==> src/rtl/seg_scan_driver_if.sv <==
// Load-side bus of seg_scan_driver: a valid/ready handshake carrying the next
// 32-bit hex display value and its eight decimal points.
// The master offers data; the slave (the scan driver) returns load_ready.
interface seg_scan_driver_if;
    logic        load_valid;
    logic        load_ready;
    logic [31:0] load_data;
    logic [7:0]  load_dp;

    modport master (
        output load_valid,
        output load_data,
        output load_dp,
        input  load_ready
    );

    modport slave (
        input  load_valid,
        input  load_data,
        input  load_dp,
        output load_ready
    );
endinterface

==> src/rtl/seg_scan_driver.sv <==
// seg_scan_driver: eight-digit seven-segment scan driver.
// Follows an external free-running 3-bit digit index (select), inserts
// BLANK_CYCLES all-off cycles before every digit switch to stop ghosting, and
// shows a double-buffered 32-bit hex value. A loaded value sits in a shadow
// register and is promoted to the display register only when the scan wraps
// to digit 0, so a frame never mixes old and new digits.
// All outputs (an, seg, dp are active-low) come straight from flops.
// Optional feature: define SEG_LEADING_ZERO_BLANK_EN to blank digits above the
// most-significant non-zero nibble (digit 0 is always shown).
module seg_scan_driver #(
    parameter int BLANK_CYCLES = 4
) (
    input  logic              aclk,
    input  logic              aresetn,
    input  logic [2:0]        select,
    seg_scan_driver_if.slave  load,
    output logic [7:0]        an,
    output logic [6:0]        seg,
    output logic              dp,
    output logic              frame_start
);

    typedef enum logic {
        ST_BLANK = 1'b0,
        ST_SHOW  = 1'b1
    } state_t;

    localparam logic [3:0] BLANK_INIT = 4'(BLANK_CYCLES - 1);

    state_t      state_q, state_d;
    logic [3:0]  bcnt_q, bcnt_d;
    logic [2:0]  sel_q;
    logic [2:0]  sel_prev_q;     // sel_q one cycle ago
    logic        sel_change;
    logic        frame_boundary;

    logic [31:0] shadow_data_q;
    logic [7:0]  shadow_dp_q;
    logic        shadow_full_q;
    logic [31:0] disp_data_q;
    logic [7:0]  disp_dp_q;
    logic        load_ready_q;
    logic        frame_start_q;
    logic        accept;
    logic        copy;

    logic [7:0]  an_q;
    logic [6:0]  seg_q;
    logic        dp_q;
    logic [7:0]  an_show;
    logic [3:0]  cur_nib;
    logic        digit_blank;

    genvar gi;

    // Standard hex glyphs, {g,f,e,d,c,b,a} active-low, lowercase b and d
    function automatic logic [6:0] hex_glyph(input logic [3:0] nib);
        logic [6:0] g;
        case (nib)
            4'h0: g = 7'h40;
            4'h1: g = 7'h79;
            4'h2: g = 7'h24;
            4'h3: g = 7'h30;
            4'h4: g = 7'h19;
            4'h5: g = 7'h12;
            4'h6: g = 7'h02;
            4'h7: g = 7'h78;
            4'h8: g = 7'h00;
            4'h9: g = 7'h10;
            4'hA: g = 7'h08;
            4'hB: g = 7'h03;
            4'hC: g = 7'h46;
            4'hD: g = 7'h21;
            4'hE: g = 7'h06;
            default: g = 7'h0E;
        endcase
        return g;
    endfunction

    assign sel_change     = (sel_q != sel_prev_q);
    assign frame_boundary = sel_change && (sel_q == 3'd0);
    // load_ready is only high while the shadow is empty, so accept and copy
    // are mutually exclusive; an accept on a boundary waits for the next frame
    assign accept         = load.load_valid && load_ready_q;
    assign copy           = frame_boundary && shadow_full_q;
    assign load.load_ready = load_ready_q;

    // Register the digit index and keep its previous value for change detection
    always_ff @(posedge aclk or negedge aresetn) begin
        if (!aresetn) begin
            sel_q      <= 3'd0;
            sel_prev_q <= 3'd0;
        end else begin
            sel_q      <= select;
            sel_prev_q <= sel_q;
        end
    end

    // Blank/show state register and blank down-counter
    always_ff @(posedge aclk or negedge aresetn) begin
        if (!aresetn) begin
            state_q <= ST_BLANK;
            bcnt_q  <= 4'd0;
        end else begin
            state_q <= state_d;
            bcnt_q  <= bcnt_d;
        end
    end

    // Next state: any digit change (re)starts the blank, which then runs out
    always_comb begin
        state_d = state_q;
        bcnt_d  = bcnt_q;
        if (sel_change) begin
            state_d = ST_BLANK;
            bcnt_d  = BLANK_INIT;
        end else if (state_q == ST_BLANK) begin
            if (bcnt_q != 4'd0) begin
                bcnt_d = bcnt_q - 4'd1;
            end else begin
                state_d = ST_SHOW;
            end
        end
    end

    // Shadow buffer: filled by an accepted load, emptied by the frame copy
    always_ff @(posedge aclk or negedge aresetn) begin
        if (!aresetn) begin
            shadow_data_q <= 32'd0;
            shadow_dp_q   <= 8'd0;
            shadow_full_q <= 1'b0;
        end else if (accept) begin
            shadow_data_q <= load.load_data;
            shadow_dp_q   <= load.load_dp;
            shadow_full_q <= 1'b1;
        end else if (copy) begin
            shadow_full_q <= 1'b0;
        end
    end

    // Display register reloads at the frame boundary; ready lags the copy by one cycle
    always_ff @(posedge aclk or negedge aresetn) begin
        if (!aresetn) begin
            disp_data_q   <= 32'd0;
            disp_dp_q     <= 8'd0;
            frame_start_q <= 1'b0;
            load_ready_q  <= 1'b1;
        end else begin
            if (copy) begin
                disp_data_q <= shadow_data_q;
                disp_dp_q   <= shadow_dp_q;
            end
            frame_start_q <= copy;
            load_ready_q  <= !(shadow_full_q || accept);
        end
    end

`ifdef SEG_LEADING_ZERO_BLANK_EN
    logic [7:0] shadow_nz;
    logic [7:0] lz_blank_d;
    logic [7:0] lz_blank_q;
    logic       nz_seen;

    generate
        for (gi = 0; gi < 8; gi++) begin : g_shadow_nz
            assign shadow_nz[gi] = |shadow_data_q[4*gi +: 4];
        end
    endgenerate

    // Blank every digit above the highest non-zero nibble; digit 0 never blanks
    always_comb begin
        lz_blank_d = 8'd0;
        nz_seen    = 1'b0;
        for (int i = 7; i >= 1; i--) begin
            nz_seen       = nz_seen | shadow_nz[i];
            lz_blank_d[i] = ~nz_seen;
        end
    end

    // Mask is captured together with the display value, so decode stays one lookup
    always_ff @(posedge aclk or negedge aresetn) begin
        if (!aresetn) begin
            lz_blank_q <= 8'hFE;
        end else if (copy) begin
            lz_blank_q <= lz_blank_d;
        end
    end

    assign digit_blank = lz_blank_q[sel_q];
`else
    assign digit_blank = 1'b0;
`endif

    generate
        for (gi = 0; gi < 8; gi++) begin : g_anode
            assign an_show[gi] = (sel_q != 3'(gi));
        end
    endgenerate

    assign cur_nib = disp_data_q[{sel_q, 2'b00} +: 4];

    // Registered pin drivers, computed from the next state so blanking starts immediately
    always_ff @(posedge aclk or negedge aresetn) begin
        if (!aresetn) begin
            an_q  <= 8'hFF;
            seg_q <= 7'h7F;
            dp_q  <= 1'b1;
        end else if (state_d == ST_SHOW) begin
            an_q  <= an_show;
            seg_q <= digit_blank ? 7'h7F : hex_glyph(cur_nib);
            dp_q  <= ~disp_dp_q[sel_q];
        end else begin
            an_q  <= 8'hFF;
            seg_q <= 7'h7F;
            dp_q  <= 1'b1;
        end
    end

    assign an          = an_q;
    assign seg         = seg_q;
    assign dp          = dp_q;
    assign frame_start = frame_start_q;

endmodule

==> src/flat_wrapper.sv <==
// flat-port wrapper written by rule: the top's interface ports become plain ports
module seg_scan_driver_flat 
#(
    parameter int BLANK_CYCLES = 4
)
  (aclk, aresetn, select, an, seg, dp, frame_start, load_load_valid, load_load_data, load_load_dp, load_load_ready);
  seg_scan_driver_if load_i ();
  input  logic aclk;
  input  logic aresetn;
  input  logic [2:0] select;
  output logic [7:0] an;
  output logic [6:0] seg;
  output logic dp;
  output logic frame_start;
  input wire logic [$bits(load_i.load_valid)-1:0] load_load_valid;
  input wire logic [$bits(load_i.load_data)-1:0] load_load_data;
  input wire logic [$bits(load_i.load_dp)-1:0] load_load_dp;
  output wire logic [$bits(load_i.load_ready)-1:0] load_load_ready;
  assign load_i.load_valid = load_load_valid;
  assign load_i.load_data = load_load_data;
  assign load_i.load_dp = load_load_dp;
  assign load_load_ready = load_i.load_ready;
  seg_scan_driver #(.BLANK_CYCLES(BLANK_CYCLES)) u_core (.aclk(aclk), .aresetn(aresetn), .select(select), .load(load_i), .an(an), .seg(seg), .dp(dp), .frame_start(frame_start));
endmodule
==> config.mk <==
export PLATFORM = sky130hd
export DESIGN_NAME = seg_scan_driver_flat
export DESIGN_NICKNAME = d
export VERILOG_FILES = /design/src/rtl/seg_scan_driver_if.sv /design/src/rtl/seg_scan_driver.sv /design/src/flat_wrapper.sv
export SDC_FILE = /design/constraint.sdc
export NUM_CORES = 1
export LEC_CHECK = 0
export ABC_AREA = 1
export CAP_MARGIN = 20
export CELL_PAD_IN_SITES_DETAIL_PLACEMENT = 1
export CELL_PAD_IN_SITES_GLOBAL_PLACEMENT = 1
export CORE_MARGIN = 2
export CORE_UTILIZATION = 44
export CTS_CLUSTER_SIZE = 25
export DETAILED_ROUTE_END_ITERATION = 12
export PLACE_DENSITY = 0.93
export SLEW_MARGIN = 25
export SYNTH_ARGS = -nofsm -noshare
export SYNTH_HDL_FRONTEND = slang
export SYNTH_SLANG_ARGS = --single-unit
==> constraint.sdc <==
create_clock -name aclk -period 3.6 [get_ports aclk]
set_input_delay 0.36 -clock aclk [delete_from_list [all_inputs] [get_ports aclk]]
set_output_delay 0.36 -clock aclk [all_outputs]
set_load 0.01 [all_outputs]
# Word level (Yosys, flattened, before mapping)
# Memories as Yosys holds them, arrays and structs flattened.
# Index checks and enable logic that the tools add are counted.
# op_classes
add_sub_neg	1
multipliers	0
div_mod_pow	0
magnitude_cmp	1
eq_ne	9
shift	1
mux	13
n_bitwise	1
reduce_logical	11
# ops
operator	n
32-bit by 6-bit variable part select with 4-bit output	1
4-bit 2-to-1 mux	3
3-bit inequality test, second input constant	4
8-bit 2-to-1 mux	1
1-bit 2-to-1 mux	7
7-bit 2-to-1 mux	1
3-bit by 2-bit inequality test with 1-bit output, second input constant	2
3-bit by 4-bit < comparator with 1-bit output, second input constant	1
2-bit nonzero test	2
4-bit nonzero test	1
4-bit by 1-bit subtractor with 4-bit output, second input constant	1
1-bit binary-select mux with 3-bit select	1
1-bit logical AND	3
3-bit logical NOT	1
3-bit by 1-bit inequality test with 1-bit output, second input constant	1
3-bit inequality test	1
3-bit nonzero test	1
2-bit inequality test, second input constant	1
2-bit AND reduction	1
1-bit logical NOT	1
1-bit logical OR	1
1-bit NOT	1
# totals
ff_bits	110
latch_bits	0
ramBits	0
romBits	112
inputBits	46
out_inout_bits	18
elab_cells	52
n_memories	1
# mem_list
name	words	width	rd	rd_ports_with_merged_regs	wr	line	text
(no name shown)	16	7	1	0	0	seg_scan_driver.sv:59	case (nib)

# Logic depth before layout (Yosys ltp)
# Gate-level depths: netlist of run 1.
# logic_depth
ltp_word	5
ltp_mapped	13
mapped_depth_nobuf	12

# Least setup slack after synthesis of run 1
# OpenSTA, ideal clock, no wires.
# synth_path
kind	register to register
startpoint	reg u_core.sel_q[0]
endpoint	reg u_core.seg_q[3], in the netlist u_core.seg[3]
setup_time_ns	0.085
arrival_time_ns	1.642
required_ns	3.515
path_slack_ns	1.873
stages_incl_launch_ff	14
n_path_buf	2
period_less_slack_ns	1.727
cell_sequence	dfrtp_1 > buf_4 > buf_6 > nand2_1 > inv_1 > nand2_1 > nand4_1 > nand2_1 > inv_1 > ha_1 > nand3_1 > nand2_1 > nand2_1 > nand3_1
# synth_between
elab_chain_len	3
elab_cells_between_ends	5
classes_between	eq/ne: 1; shift: 1; mux: 2; memory: 1
# synth_rtl
element	line	text
start: declaration	seg_scan_driver.sv:32	logic [2:0] sel_q;
start signal: assignment	seg_scan_driver.sv:94	sel_q <= select;
32-bit by 6-bit variable part select with 4-bit output or 3-bit inequality test (tied branches)	seg_scan_driver.sv:200, seg_scan_driver.sv:80	
memory 16 x 7 bit or 1-bit 2-to-1 mux (tied branches)	-	
7-bit 2-to-1 mux *	seg_scan_driver.sv:208	end else if (state_d == ST_SHOW) begin
end signal: assignment	seg_scan_driver.sv:210	seg_q <= digit_blank ? 7'h7F : hex_glyph(cur_nib);
end: declaration	seg_scan_driver.sv:48	logic [6:0] seg_q;
# Mark *: on every way between the ends. The rest lies on a longest branch, timed or not.
# A chain may end at the register's enable or synchronous reset.

# Worst setup path in the final report of run 1
# layout_path
startpoint	reg u_core.sel_q[0]
endpoint	reg u_core.disp_data_q[2]
# layout_between
elab_chain_len	3
elab_cells_between_ends	4
classes_between	eq/ne: 1; reduce/logical: 3
# layout_rtl
element	line	text
3-bit inequality test or 3-bit logical NOT (tied branches)	seg_scan_driver.sv:80, seg_scan_driver.sv:81	
1-bit logical AND *	seg_scan_driver.sv:81	assign frame_boundary = sel_change && (sel_q == 3'd0);
1-bit logical AND *	seg_scan_driver.sv:85	assign copy = frame_boundary && shadow_full_q;
end signal: assignment	seg_scan_driver.sv:150	disp_data_q <= shadow_data_q;
end: declaration	seg_scan_driver.sv:40	logic [31:0] disp_data_q;
# Marked as above.

==> summary.md, run 1 <==
| Metric | Value |
|---|---|
| Status | finished clean |
| Number of global-route vias before repair | 4075 |
| Initial antenna violation count | 0 |
| Largest net degree at the start of global routing | 75 |
| DRT Wirelength | about 12 mm |
| Crit start category | flop |
| Drt first pass iters | 4 |
| Most Crowded Layer GR | met2 |
| Final period util | 0.7653 |
| CTS tree | built |
| RSZ-0062 raised after global routing | false |
| Synth Area in Adders | 0.01876 |
| Area delta synth->final | 19.72% |
| Critical path arrival | 3.07 ns |
| Post-CTS setup buffers | 0 |
| Post-detail-place hpwl | 8.126 mm |
| Min Tclk post-route | about 2.8 ns |
| Leakage power | 2.676 nW |
| HP Start | select[2] |
| TNS Setup | 0 ns |
| Post-Synth XOR/XNOR Area | 0.005627 |
| PwrDens | 669.9 nW/um^2 |
| Number of DRC markers in iteration 0 | 112 |
| CP max-delay cell | dfrtp_1 |
| GRT met2 Usage | 0.4054 |
| CP required | approximately 3.9 ns |
| Share of synthesized registers carrying an async set or reset | 1.000 |
| RR Endpoint | u_core.disp_data_q[2]$_DFFE_PN0P_ |
| Mapped Area | 4669 um^2 |
| Slowest stage delay, CP | approximately 0.64 ns |
| Commonest non-fill, non-tap cell in the layout | nand2_1 |
| Row Count | 37 |
| DIE WIDTH | 107.0 um |
| Post-synth net total | slightly below 600 |
| DR DRC count | 0 |
| Compound-gate portion of the synthesized area | 0.09137 |
| DR vias | between 3000 and 4000 |
| Post-synth top flop | dfrtp_1 |
| R2R depth | 7 |
| Largest family of logic cells by synthesized area | simple AND/OR/NAND/NOR gates |
| Design Area, Final | 5590 um^2 |
| Tot GR Track Use | 0.2215 |
| Maxcap violations | 0 |
| Final Wtd Congestion | roughly 0.9 |
| Max Freq | between 300 and 400 MHz |
| I/O pins | between 60 and 70 |
| Clk_skew | roughly 0.015 ns |
| YS warnings | 0 |
| Clock Path Buffers | 2 |
| Final Setup Violations | 0 |
| Syn avg cell area | approximately 9 um^2 |
| Slew @ Worst Pin | approximately 0.84 ns |
| Worst path cell trace | inv_2, nand2_1, nor2_1, nand3_4, inv_2, nand2_1, nand2_1 |
| Crit path top cell by count | nand2_1 |
| Mux cell area share after synthesis | 0 |
| CTS buffer count | 9 |
| Die Ht | between 100 and 150 um |
| HP Class | in2reg |
| R2R Setup Slk | between 0.8 and 0.9 ns |
| First-pass GRT wire length | 19.68 mm |
| Initial core utilization | 0.4523 |
| Slew headroom | 0.4422 |
| Via-per-instance ratio | between 5 and 6 |
| Ant diodes | 0 |
| Worst vdd ir | approximately 0.26 mV |
| Die ar. | ~11000 um^2 |
| Post-DR wirelength/cell | approximately 16 um |
| Hold Crit Endpoint | u_core.sel_q[2]$_DFF_PN0_ |
| Core ar. | 10320 um^2 |
| Post-synth EDFFs | 0 |
| Critical Path Fanout Max | 71 |
| Fillers | 1215 |
| Met3 layer usage reported by global route | 0.03587 |
| Hold Fails Final Rpt | 0 |
| Simple-gate area share of the yosys netlist | 0.2173 |
| Slew Viols, Final | 0 |
| Placed Area | between 5000 and 6000 um^2 |
| Nets | 641 |
| DRT antenna net count | 0 |
| H-tree depth | 3 |
| Hold depth | 1 |
| Worst r2r src | u_core.sel_q[0]$_DFF_PN0_ |
| Root Buffer | clkbuf_8 |
| PortBufs | between 60 and 70 |
| Sequential cell area fraction in the yosys report | 0.5941 |
| Clock tree sinks | between 100 and 150 |
| Syn Inst Count | between 500 and 600 |
| GRT overflow | 0 |
| Met1 usage in global routing | 0.2666 |
| Leading cell types in the layout, fill and taps excluded | nand2_1, dfrtp_1, clkdlybuf4s50_1, inv_1, o21ai_0 |
| Clock Latency Late Sink | between 0.3 and 0.4 ns |
| Crit Path Category | reg2reg |
| Share of post-route cells with drive strength above 1 | 0.08094 |
| Clk pin slew, worst setup/hold paths | approximately 0.1 ns |
| Crit path capture type | flop |
| Synth Register Bits | 110 |
| Post-synth cell types | 31 |
## cell type report
| class | count | area [um^2] | share of cell area |
|---|---|---|---|
| Clock inverter | 5 | 65.06 | 0.01164 |
| Timing Repair Buffer | 66 | 653.1 | 0.1168 |
| Clock buffer | 11 | 151.4 | 0.02708 |
| Tap cell | 136 | 170.2 | 0.03044 |
| Multi-Input combinational cell | 343 | 1555 | 0.2782 |
| Sequential cell | 110 | 2774 | 0.4962 |
| Inverter | 58 | 221.5 | 0.03961 |
## timing repair
item | 4_1_cts | 5_1_grt
endpoints found under the setup margin | 0 | 0
hold buffers | 1 | 0
gates resized for setup | 0 | 0
endpoints found under the hold margin | 13 | 0
## sequential cells by signal, indices dropped and copies added, names as in the netlist
signal,cells
u_core.sel_q,3
u_core.disp_dp_q,8
u_core.bcnt_q,4
u_core.disp_data_q,32
u_core.seg,7
u_core.an,8
u_core.shadow_dp_q,8
u_core.dp,1
u_core.shadow_full_q,1
u_core.sel_prev_q,3
u_core.load.load_ready,1
u_core.frame_start,1
u_core.state_q,1
u_core.shadow_data_q,32
## power by group
group | switching (mW) | internal (mW)
clock network | 0.447 | 0.367
registers | 0.240 | 1.67
logic | 0.655 | 0.362
total | 1.34 | 2.40
## worst max-delay path: cells and delay by family (launching register included)
| kind | cells | cell delay (ns) |
|---|---|---|
| buf+inv | 2 | 0.78 |
| flops | 1 | 0.64 |
| simple gates | 5 | 1.26 |
## metrics by stage
step	std cells	setup slack, ns	power [mW]	utilization	hold slack (ns)
after global placement	712	1.244	2.811	0.5195	0.3939
after detailed placement	712	1.001	2.924	0.5195	0.4114
after floorplan	532	1.873	2.536	-	0.06441
final	729	0.8449	3.745	0.5415	0.4091
after global routing	729	0.5934	4.002	0.5415	0.4157
after CTS	729	0.8624	3.761	0.5414	0.4097
## kinds of logic (layout without fill, tap and decap cells)
kind of cell	count (synthesis)	count (layout)
AO/OA/AOI/OAI	83	83
XOR/XNOR	3	3
adder cells (fa/ha/maj)	7	7
buffers and inverters	79	140
flip-flops	110	110
AND/OR/NAND/NOR	250	250
## routing by layer
| metal | vias to the layer above | routed length [um] |
|---|---|---|
| li1 | 1764 | - |
| met1 | 1812 | 4821 |
| met2 | 73 | 6342 |
| met3 | 15 | 373 |
| met4 | 0 | 161 |
| met5 | - | 0 |
## synthesized netlist by cell type, types with 2 or more instances
cell	n	share of area
clkbuf_1	4	0.0032
o21ai_1	35	0.038
nand3_1	26	0.028
inv_2	2	0.0016
buf_6	3	0.0072
nor2_1	14	0.011
inv_1	55	0.044
xor2_1	2	0.0038
buf_1	3	0.0024
or2_2	2	0.0027
dfrtp_1	93	0.50
o21ai_0	40	0.043
ha_1	7	0.019
buf_4	2	0.0032
o22ai_1	2	0.0027
dfstp_2	17	0.096
a21oi_1	3	0.0032
buf_2	9	0.0096
nand2_1	201	0.16
## worst max path at each step
stage	start	end
after detailed placement	u_core.sel_q[0]$_DFF_PN0_	u_core.disp_data_q[3]$_DFFE_PN0P_
final	u_core.sel_q[0]$_DFF_PN0_	u_core.disp_data_q[2]$_DFFE_PN0P_
after floorplan	u_core.sel_q[0]$_DFF_PN0_	u_core.seg[3]$_DFF_PN1_
after global placement	u_core.sel_q[0]$_DFF_PN0_	u_core.disp_data_q[5]$_DFFE_PN0P_
after CTS	u_core.sel_q[0]$_DFF_PN0_	u_core.disp_data_q[2]$_DFFE_PN0P_
after global routing	u_core.sel_q[0]$_DFF_PN0_	u_core.disp_data_q[2]$_DFFE_PN0P_
No activity file was read; power rests on OpenSTA's default activity.
==> inputs of run 2 (changes only) <==
--- a/config.mk
+++ b/config.mk
@@ -10,10 +10,10 @@
 export CELL_PAD_IN_SITES_DETAIL_PLACEMENT = 1
 export CELL_PAD_IN_SITES_GLOBAL_PLACEMENT = 1
 export CORE_MARGIN = 2
-export CORE_UTILIZATION = 44
+export CORE_UTILIZATION = 37
 export CTS_CLUSTER_SIZE = 25
 export DETAILED_ROUTE_END_ITERATION = 12
-export PLACE_DENSITY = 0.93
+export PLACE_DENSITY = 0.84
 export SLEW_MARGIN = 25
 export SYNTH_ARGS = -nofsm -noshare
 export SYNTH_HDL_FRONTEND = slang
==> constraint.sdc (replaced) <==
create_clock -name aclk -period 2.4 [get_ports aclk]
set_input_delay 0.24 -clock aclk [delete_from_list [all_inputs] [get_ports aclk]]
set_output_delay 0.24 -clock aclk [all_outputs]
set_load 0.01 [all_outputs]
==> run 2 against run 1 <==
- count of clock-buffer cells in the layout is the same
- non-clock buffer count grew 4
- setup slack lost 0.53 ns
- via count shrank 1.3%
- cell area grew 3.5%
- critical path type unchanged
- highest routed layer unchanged
==> summary.md, run 2 (synthesis gave the netlist of run 1 again) <==
| Metric | Value |
|---|---|
| Drt first pass iters | 4 |
| DR vias | approximately 3600 |
| GRT overflow | 0 |
| Hold Fails Final Rpt | 0 |
| Worst vdd ir | ~0.35 mV |
| Ant diodes | 0 |
| CTS tree | built |
| Slew Viols, Final | 0 |
| Die Ht | around 120 um |
| Final Wtd Congestion | 0.8660 |
| Crit start category | flop |
| Slew @ Worst Pin | between 0.5 and 0.6 ns |
| Crit Path Category | reg2reg |
| Initial antenna violation count | 0 |
| Root Buffer | clkbuf_16 |
| Final Setup Violations | 0 |
| CP required | approximately 2.7 ns |
| RSZ-0062 raised after global routing | false |
| Register area | between 2000 and 3000 um^2 |
| Post-DR wirelength/cell | approximately 14 um |
| Number of global-route vias before repair | approximately 3800 |
| Status | finished clean |
| Critical Path Fanout Max | 12 |
| Clk_skew | between 0.006 and 0.007 ns |
| HP Class | in2reg |
| Share of post-route cells with drive strength above 1 | 0.08221 |
| Leading cell types in the layout, fill and taps excluded | nand2_1, dfrtp_1, clkdlybuf4s50_1, inv_1, o21ai_0 |
| CTS buffer count | 9 |
| Maxcap violations | 0 |
| Fillers | 1447 |
| Clk pin slew, worst setup/hold paths | 0.07 ns |
| DRT Wirelength | about 11 mm |
| PortBufs | between 60 and 70 |
| Commonest non-fill, non-tap cell in the layout | nand2_1 |
| Final setup margin | around 0.31 ns |
| Core ar. | 12470 um^2 |
| I/O pins | 64 |
| H-tree depth | 3 |
| Initial core utilization | 0.3746 |
| Area delta synth->final | 23.93% |
| Tot GR Track Use | 0.1773 |
| Leakage power | 2.753 nW |
| Clock Path Buffers | 2 |
| Multi-input logic area | between 1500 and 2000 um^2 |
| Post-CTS sizing | 0 |
| Number of DRC markers in iteration 0 | about 170 |
| Nets | 645 |
| Post-detail-place hpwl | roughly 8.0 mm |
| Largest net degree at the start of global routing | 60 |
| Placed cells | about 750 |
| TNS Setup | 0 ns |
| Min Tclk post-route | roughly 2.1 ns |
| Row Count | 41 |
| PwrDens | just over 1000 nW/um^2 |
| R2R Setup Slk | ~0.31 ns |
| Final period util | 0.8700 |
| Die ar. | 13540 um^2 |
| Final Instance Count excl. Fillers | 768 |
| Crit path capture type | flop |
| Largest regs | u_core.disp_data_q: 32 flops, u_core.shadow_data_q: 32 flops |
| Max Freq | between 400 and 500 MHz |
| Final Util | 0.4642 |
| Clock Latency Late Sink | around 0.35 ns |
| Setup slack at placement | between 0.3 and 0.4 ns |
| DR DRC count | 0 |
| Slew headroom | 0.6028 |
| First-pass GRT wire length | approximately 19 mm |
| Clock tree sinks | 110 |
| Via-per-instance ratio | 4.711 |
| Critical path arrival | 2.35 ns |
| DRT antenna net count | 0 |
| DIE WIDTH | around 120 um |
run 2: changes by cell type in the layout (fill, tap and decap cells not counted), moves of 2 or more:
cell / before / now
clkbuf_8: 11 / 1
clkbuf_16: 0 / 9
buf_12: 0 / 2
buf_4: 3 / 5
run 2: repair_timing:
| action | 4_1_cts | 5_1_grt |
|---|---|---|
| endpoints found under the setup margin | 0 | 0 |
| hold buffers | 1 | 0 |
| hold endpoints to repair | 32 | 0 |
| buffers inserted | 0 | 0 |
run 2: cell type report:
cell class                 count  share of cell area
clock buffer                  11             0.04195
clock inverter                 4             0.01232
sequential                   110              0.4794
multi-input combinational    343              0.2688
tap                          172             0.03719
inverter                      58             0.03805
timing repair buffer          70              0.1224
run 2: where the power goes:
group	switching, mW	internal [mW]
logic	0.946	0.559
registers	0.331	2.51
clock network	0.646	0.935
total	1.92	4.01
run 2: metrics by stage:
stage | hold WS [ns] | total power [mW] | cell area, um^2
after floorplan | -0.05559 | 3.804 | 4669
after global placement | 0.2717 | 4.266 | 5463
after detailed placement | 0.2893 | 4.394 | 5463
after CTS | 0.3868 | 6.015 | 5787
after global routing | 0.3813 | 6.369 | 5787
final | 0.3827 | 5.931 | 5787
run 2: worst paths after layout:
kind	to	cells past startpoint	start
worst min register to register	u_core.load.load_ready$_DFF_PN1_	1	u_core.shadow_full_q$_DFFE_PN0P_
worst max register to register	u_core.seg[5]$_DFF_PN1_	12	u_core.sel_q[1]$_DFF_PN0_
worst max-delay path	u_core.seg[5]$_DFF_PN1_	12	u_core.sel_q[1]$_DFF_PN0_
min in group asynchronous	u_core.sel_q[2]$_DFF_PN0_	2	aresetn
max in group asynchronous	u_core.load.load_ready$_DFF_PN1_	3	aresetn
worst min-delay path	u_core.sel_q[0]$_DFF_PN0_	1	select[0]
run 2: worst max-delay path: stages, from the launching register on:
cell and delay, ns:
dfrtp_1 0.62, inv_4 0.11, nand2_1 0.16, nor2_1 0.06, nor2_1 0.10, nand3_1 0.07
nand2_1 0.19, inv_1 0.13, ha_1 0.23, nand3_1 0.13, nand2_1 0.07, nand2_1 0.05
nand3_1 0.07
run 2: per-layer routing:
layer | track usage | share of wire | vias to the layer above
met4 | 0.07063 | 0.018 | 0
met2 | 0.3008 | 0.50 | 58
met5 | 0 | 0 | -
met1 | 0.2261 | 0.45 | 1778
met3 | 0.03114 | 0.029 | 12
li1 | - | - | 1770
